`src/rtl/fetch_sequencer.sv`:
```
// Instruction-fetch control FSM: sequences PC -> MAR -> memory -> IR, dispatches the
// instruction to the execute unit, and handles halt requests and memory timeouts.
module fetch_sequencer #(
  parameter int WAIT_LIMIT = 16,
  parameter int CNT_WIDTH  = 16
) (
  input  logic                 CLOCK,
  input  logic                 RESET,
  input  logic                 RUN,
  input  logic                 HALT,
  input  logic                 MEM_READY,
  input  logic                 EXEC_DONE,
  output logic                 PC_ENABLE,
  output logic                 PC_RW,
  output logic                 PC_COUNT,
  output logic                 MAR_ENABLE,
  output logic                 MAR_RW,
  output logic                 IR_ENABLE,
  output logic                 IR_RW,
  output logic                 MEM_ENABLE,
  output logic                 MEM_RW,
  output logic                 EXEC_START,
  output logic                 FAULT,
  output logic                 HALTED,
  output logic [2:0]           STATE,
  output logic [CNT_WIDTH-1:0] FETCH_COUNT
);

  typedef enum logic [2:0] {
    S_IDLE      = 3'd0,
    S_PC_TO_MAR = 3'd1,
    S_MEM_REQ   = 3'd2,
    S_DISPATCH  = 3'd3,
    S_EXEC_WAIT = 3'd4,
    S_HALT      = 3'd5,
    S_FAULT     = 3'd6,
    S_BAD       = 3'd7
  } state_e;

  localparam logic [7:0] LIMIT = 8'(WAIT_LIMIT);

  state_e               state_q, state_d;
  logic [7:0]           wait_q, wait_d, wait_inc;
  logic                 halt_q, halt_d;
  logic [CNT_WIDTH-1:0] cnt_q, cnt_d;

  always_ff @(posedge CLOCK) begin
    if (RESET) begin
      state_q <= S_IDLE;
      wait_q  <= '0;
      halt_q  <= 1'b0;
      cnt_q   <= '0;
    end else begin
      state_q <= state_d;
      wait_q  <= wait_d;
      halt_q  <= halt_d;
      cnt_q   <= cnt_d;
    end
  end

  always_comb begin
    state_d    = state_q;
    wait_d     = wait_q;
    cnt_d      = cnt_q;
    wait_inc   = wait_q + 8'd1;
    // A HALT seen this cycle counts as latched, so a stop request coinciding
    // with EXEC_DONE still stops after the current instruction.
    halt_d     = halt_q | HALT;
    PC_ENABLE  = 1'b0;
    PC_RW      = 1'b1;
    PC_COUNT   = 1'b0;
    MAR_ENABLE = 1'b0;
    MAR_RW     = 1'b1;
    IR_ENABLE  = 1'b0;
    IR_RW      = 1'b1;
    MEM_ENABLE = 1'b0;
    MEM_RW     = 1'b1;
    EXEC_START = 1'b0;

    case (state_q)
      S_IDLE: begin
        if (halt_d) state_d = S_HALT;
        else if (RUN) state_d = S_PC_TO_MAR;
      end
      S_PC_TO_MAR: begin
        PC_ENABLE  = 1'b1;
        MAR_ENABLE = 1'b1;
        MAR_RW     = 1'b0;
        wait_d     = '0;
        state_d    = S_MEM_REQ;
      end
      S_MEM_REQ: begin
        MEM_ENABLE = 1'b1;
        if (MEM_READY) begin
          // IR latches the bus while the PC advances in place (no PC bus drive).
          IR_ENABLE = 1'b1;
          IR_RW     = 1'b0;
          PC_COUNT  = 1'b1;
          cnt_d     = cnt_q + CNT_WIDTH'(1);
          state_d   = S_DISPATCH;
        end else begin
          wait_d = wait_inc;
          if (wait_inc == LIMIT) state_d = S_FAULT;
        end
      end
      S_DISPATCH: begin
        EXEC_START = 1'b1;
        state_d    = S_EXEC_WAIT;
      end
      S_EXEC_WAIT: begin
        if (EXEC_DONE) begin
          if (halt_d) state_d = S_HALT;
          else if (RUN) state_d = S_PC_TO_MAR;
          else state_d = S_IDLE;
        end
      end
      S_HALT:  state_d = S_HALT;
      S_FAULT: state_d = S_FAULT;
      default: state_d = S_IDLE;
    endcase
  end

  assign FAULT       = (state_q == S_FAULT);
  assign HALTED      = (state_q == S_HALT);
  assign STATE       = state_q;
  assign FETCH_COUNT = cnt_q;

endmodule

```
`config.mk`:
```
export PLATFORM = sky130hd
export DESIGN_NAME = fetch_sequencer
export DESIGN_NICKNAME = d
export VERILOG_FILES = /design/src/rtl/fetch_sequencer.sv
export SDC_FILE = /design/constraint.sdc
export NUM_CORES = 1
export LEC_CHECK = 0
export CAP_MARGIN = 20
export CORE_MARGIN = 4
export CORE_UTILIZATION = 40
export CTS_CLUSTER_DIAMETER = 120
export DETAILED_ROUTE_END_ITERATION = 6
export HOLD_SLACK_MARGIN = 0.12
export PLACE_DENSITY = 0.7
export REMOVE_ABC_BUFFERS = 1
export SYNTH_ARGS = -nofsm -noshare
export SYNTH_HDL_FRONTEND = slang
export SYNTH_SLANG_ARGS = --single-unit
```
`constraint.sdc`:
```
create_clock -name CLOCK -period 2.2 [get_ports CLOCK]
set_input_delay 0.44 -clock CLOCK [delete_from_list [all_inputs] [get_ports CLOCK]]
set_output_delay 0.44 -clock CLOCK [all_outputs]
set_load 0.01 [all_outputs]
```
==> Word-level counts from Yosys, hierarchy flattened <==
Index checks and enable logic that the tools add are counted.
{ "op_classes": {"add_sub_neg": 2, "eq_ne": 11, "muxes": 18, "bitwise": 1, "n_reduce_logical": 5} }
{ "ops": {"columns": ["cell", "n"], "rows": [
  ["3-bit case mux with 7 select lines", 1],
  ["3-bit two-way mux", 6],
  ["16-bit by 1-bit adder with 16-bit output (second input constant)", 1],
  ["8-bit case mux with 2 select lines", 1],
  ["3-bit == test (second input constant)", 3],
  ["1-bit two-way mux", 9],
  ["8-bit by 1-bit adder with 8-bit output (second input constant)", 1],
  ["8-bit by 5-bit == test with 1-bit output (second input constant)", 1],
  ["8-bit two-way mux", 1],
  ["3-bit by 2-bit == test with 1-bit output (second input constant)", 2],
  ["3-bit inequality test (second input constant)", 2],
  ["2-bit inequality test (second input constant)", 2],
  ["2-bit AND reduction", 2],
  ["3-bit by 1-bit == test with 1-bit output (second input constant)", 1],
  ["3-bit logical NOT", 1],
  ["3-bit AND reduction", 1],
  ["2-bit nonzero test", 1],
  ["1-bit OR", 1]
]} }
{ "totals": {"ff_bits": 28, "input_bits": 6, "output_inout_bits": 31, "wordCells": 41} }

==> Logic depth before layout (Yosys ltp) <==
{ "logic_depth": {"depth_word": 5, "depth_mapped": 8, "depth_no_buf": 8} }

==> Worst setup path after synthesis <==
No wires, ideal clock.
{ "synth_timing": {"path_type": "register to register", "start": "reg state_q[1], in the netlist STATE[1]", "end": "reg cnt_q[14], in the netlist FETCH_COUNT[14]", "setup_ns": 0.059, "arrival_ns": 1.577, "required_ns": 2.141, "path_slack_ns": 0.564, "stages_incl_launch_ff": 8, "n_path_buf": 2, "synth_period_minus_slack_ns": 1.636, "path_cell_list": "dfxtp_1 -> buf_2 -> nand4bb_1 -> buf_6 -> nor3_4 -> nand2_1 -> or4_1 -> nand2_1"} }
{ "synth_via": {"elab_chain_len": 2} }
{ "synth_lines": {"columns": ["item", "line_no", "text"], "rows": [
  ["start, declared", "42", "state_e state_q, state_d;"],
  ["start signal, assigned", "54", "state_q <= state_d;"],
  ["3-bit by 2-bit == test with 1-bit output", "80", "case (state_q)"],
  ["2-bit AND reduction (no line)", null, null],
  ["end signal, assigned", "57", "cnt_q <= cnt_d;"],
  ["end, declared", "45", "logic [CNT_WIDTH-1:0] cnt_q, cnt_d;"]
]} }
No other way between the ends.
A chain may end at the register's enable or synchronous reset.

==> Worst setup path in the final report <==
{ "layout_timing": {"start": "reg state_q[0], in the netlist STATE[0]", "end": "out FAULT"} }
{ "layout_via": {"elab_chain_len": 1} }
{ "layout_lines": {"columns": ["item", "line_no", "text"], "rows": [
  ["3-bit == test", "123", "assign FAULT = (state_q == S_FAULT);"],
  ["end, declared", "23", "output logic FAULT,"]
]} }
No other way between the ends.

==> results.md <==
Logic synthesis:
- In this run, synthesis produced a sequential element count of 28.
- The share of synthesized area spent on multiplexers is 0.
- Yosys mapped a number of flops with a built-in enable equal to 0.
- The share of the synthesized area in compound gates (AO/OA/AOI/OAI) is 0.156.
- The average cell area after synthesis is approximately 8.3 sq um.
- Of the total synthesized cell area, the portion taken by full adders, half adders and majority gates is 0.0172.
- The mapped netlist covers around 1500 sq um.
- The post-synthesis async set-or-reset flop share is 0.
- Of the synthesized area, sequential elements account for 0.386.
- The number of distinct library cell variants in the gate-level netlist after synthesis is 44.
- In the post-synthesis netlist, the biggest area contributors are sky130_fd_sc_hd__dfxtp_1, sky130_fd_sc_hd__nor2_1, sky130_fd_sc_hd__a21oi_1.
- The dominant register cell in the synthesized netlist is sky130_fd_sc_hd__dfxtp_1.
- The post-synthesis xor/xnor area fraction is 0.0724.
- The main combinational cell family by area after synthesis is simple AND/OR/NAND/NOR gates.
- The count of mapped cells out of synthesis is 175.
- Of the post-synthesis cell area, the dominant cell type holds 0.386.
- Yosys printed 0 warnings.
- Of the total synthesized cell area, the portion taken by AND, OR, NAND and NOR gates is 0.307.
- The library cell occupying the most area in the post-synthesis netlist is sky130_fd_sc_hd__dfxtp_1.

Place:
- The weighted congestion at the end of routability-driven global placement is between 0.8 and 0.9.
- After detailed placement, the total cell area comes to 1870 sq um.
- Prior to clock tree synthesis, the placed netlist has a worst setup slack of -0.0294 ns.
- The placed wire-length estimate after detailed placement is approximately 2400 microns.
- The number of I/O port buffers is 34.

Setup path:
- Data on the critical path is required at its endpoint by 1.76 ns.
- By startpoint and endpoint, the worst setup path is classified as reg -> out.
- The worst setup path is launched from a flip-flop.
- The slack of the worst reg-to-reg path is 0.35 ns.
- STA puts the critical path data arrival time at 1.68 ns.
- Walking the worst path, the cells encountered are buf_4, nand2b_1, nor2_1, clkdlybuf4s50_1.
- The startpoint identified for the worst register-to-register timing path is STATE[0]$_SDFFE_PP0P_.
- The number of cells on the worst reg-to-reg path is 9.
- The category of the worst setup path capture point is an output port.
- On the critical path, the stage with the largest delay is an instance of sky130_fd_sc_hd__clkdlybuf4s50_1.
- In this design, the stage delay of the slowest critical-path cell is between 0.5 and 0.6 ns.
- In this run the critical register-to-register path is captured at FETCH_COUNT[8]$_SDFFE_PP0P_.
- The maximum fanout along the worst path is 7.

Min path:
- In this run the most critical hold path is launched from wait_q[1]$_SDFFE_PP0P_.
- The worst hold path passes through 2 cells.
- The worst hold path belongs to the class reg -> reg.
- The worst-case hold path end point is wait_q[1]$_SDFFE_PP0P_.

Global route:
- The number of antenna violations at the first check in global routing is 0.
- Entering global routing, the biggest net connects 15 pins.
- For this run, the total global-route usage over all layers was measured as 0.150.
- The aggregate global routing overflow is 0.
- The via count of the first global-routing pass is between 1000 and 1500.
- The first-pass GRT wire length is 5450 microns.

Clock network:
- The root buffer cell is sky130_fd_sc_hd__clkbuf_4.
- The TritonCTS clock tree is done.
- The number of levels the H-tree was split into is 1.
- The clock-pin slew reported for the worst setup and hold paths after clock tree synthesis is 0.14 ns.
- Counting every sink on the clock net gives 28.
- The clock tree buffer depth is 2.
- The total CTS buffers is 3.
- The clock latency at the later pin of the worst-skew pair is 0.32 ns.

Timing:
- Derived from the worst setup path, the maximum achievable clock frequency is 473 MHz.
- The number of pins with negative max-slew slack in the final report is 0.
- The share of the clock period used by the worst path after layout is 0.962.
- Adding up every negative setup slack in the final design gives 0 ns.
- The final worst-path setup slack is between 0.08 and 0.09 ns.
- The largest clock skew in the final design is 0.00560 ns.
- The clock period could shrink to 2.12 ns.
- The total count of hold-check failures in the final report is 0.
- The final-report setup violation count is 0.

Route:
- The per-cell via count in the routed design is 5.29.
- For this block, the routed nets add up to 3260 microns of wire.
- After detailed routing, the average wire length per cell comes to between 10 and 15 microns.
- The pre-antenna-repair detailed-routing pass consisted of 4 iterations.
- The detailed router finished its first iteration with 73 violations.
- The via count is 1369.
- For this run, design rule violations remaining after detail routing come to 0.
- The antenna violation net count after detailed routing is 0.

Layout:
- The number of nets in the layout is 223.
- The growth of design area from synthesis to finish is 31.4%.
- The library cell used most frequently in the layout, excluding fill and tap cells, is sky130_fd_sc_hd__clkdlybuf4s50_1.
- The share of post-route cells with drive strength above 1 is 0.0986.
- The cell area after layout is ~1900 sq um.
- The top cell types in the final layout, fill and taps aside, are sky130_fd_sc_hd__clkdlybuf4s50_1, sky130_fd_sc_hd__dfxtp_1, sky130_fd_sc_hd__nor2_1.
- The number of antenna diodes in the final layout is 0.
- The number of fill cells in the layout is between 300 and 400.

Die:
- The core region is 3420 sq um.
- The starting density of the core is 0.425.
- The overall die area is 4660 sq um.
- The width of the die is 68.3 microns.
- The die is 68.3 microns tall.
- In this run the count of I/O pins placed on the die edge is 37.
- The floorplan row count is 21.

Job:
- The number of maximum-capacitance violations is 0.

Power and ir drop:
- The worst vdd rail ir drop is 0.345 mV.
- For this design the ratio of total power to cell area is 712 nW/um^2.
- The analysis attributes to cell leakage a power of between 0.7 and 0.8 nW.

Outcome:
- The flow ran to the end, and the final reports show no timing, DRC or antenna violations.
logic make-up after synthesis:
| kind of cell | count (synthesis) |
|---|---|
| compound gates | 36 |
| xor+xnor | 12 |
| fa+ha+maj | 2 |
| buf+inv | 16 |
| flops | 28 |
| other cells | 1 |
| simple gates | 80 |
critical path, delay by kind of cell, from the launching register on:
family	cells	cell delay, ns
simple gates	2	0.31
buf+inv	2	0.70
flops	1	0.34
area by class of cell:
type	instances	area, sq um	area share
clock buffers	3	22.5	0.0118
inverters	4	15.0	0.00786
multi-input cells	132	813	0.426
flip-flops and latches	28	566	0.296
well taps	46	57.6	0.0301
repair buffers	46	435	0.228
Yosys cell counts (2+ instances only):
cell and instances:
sky130_fd_sc_hd__buf_2 2, sky130_fd_sc_hd__a31oi_1 2, sky130_fd_sc_hd__nand2b_1 3, sky130_fd_sc_hd__nand2_1 14, sky130_fd_sc_hd__nand4_1 6, sky130_fd_sc_hd__and2_1 2, sky130_fd_sc_hd__dfxtp_1 28, sky130_fd_sc_hd__ha_1 2
sky130_fd_sc_hd__o32ai_1 2, sky130_fd_sc_hd__nor2b_1 2, sky130_fd_sc_hd__nor2_1 24, sky130_fd_sc_hd__nand3b_1 2, sky130_fd_sc_hd__and3_1 2, sky130_fd_sc_hd__or3_1 4, sky130_fd_sc_hd__and4_1 3, sky130_fd_sc_hd__clkbuf_1 4
sky130_fd_sc_hd__o21ai_0 7, sky130_fd_sc_hd__a21oi_1 14, sky130_fd_sc_hd__xnor2_1 4, sky130_fd_sc_hd__inv_1 3, sky130_fd_sc_hd__nand3_1 6, sky130_fd_sc_hd__a211oi_1 3, sky130_fd_sc_hd__xor2_1 8, sky130_fd_sc_hd__nand4b_1 2
sky130_fd_sc_hd__buf_4 4, sky130_fd_sc_hd__nor3_1 4
registers in the layout, summed over array words and instances, names as in the netlist:
register / flops
halt_q: 1
wait_q: 8
FETCH_COUNT: 16
STATE: 3
worst max-delay path by stage:
stage / startpoint / to / slack (ns)
finish: STATE[0]$_SDFFE_PP0P_ / FAULT / 0.08
global route: STATE[0]$_SDFFE_PP0P_ / FAULT / -0.008
CTS: STATE[1]$_SDFFE_PP0P_ / MEM_ENABLE / 0.002
detailed placement: MEM_READY / IR_ENABLE / -0.03
global placement: MEM_READY / PC_COUNT / -0.00004
floorplan: STATE[2]$_SDFFE_PP0P_ / FETCH_COUNT[13]$_SDFFE_PP0P_ / 0.31
routing by layer:
layer  up-vias  wire [microns]  global-route usage
li1        696               -                   -
met1       642            1480               0.185
met2        27            1610               0.258
met3         4             140              0.0443
met4         0              24              0.0323
met5         -               0                   0
per-stage QoR:
| step | cells | utilization | power (mW) | hold WS [ns] |
|---|---|---|---|---|
| global placement | 255 | 0.547 | 1.15 | 0.473 |
| global route | 259 | 0.559 | 1.46 | 0.527 |
| detailed placement | 255 | 0.547 | 1.16 | 0.488 |
| finish | 259 | 0.559 | 1.36 | 0.504 |
| CTS | 259 | 0.555 | 1.37 | 0.507 |
| floorplan | 164 | - | 0.869 | 0.440 |
power by group:
part | internal, mW | total, mW | switching [mW]
Sequential | 0.545 | 0.590 | 0.0448
Clock | 0.0642 | 0.207 | 0.143
Combinational | 0.281 | 0.561 | 0.281
what timing repair did:
item / in CTS / in global routing
gates resized for setup: 2 / 7
hold buffers: 0 / 0
buffers inserted: 1 / 0
endpoints found under the setup margin: 2 / 5
Power figures use the tool's default switching activity.
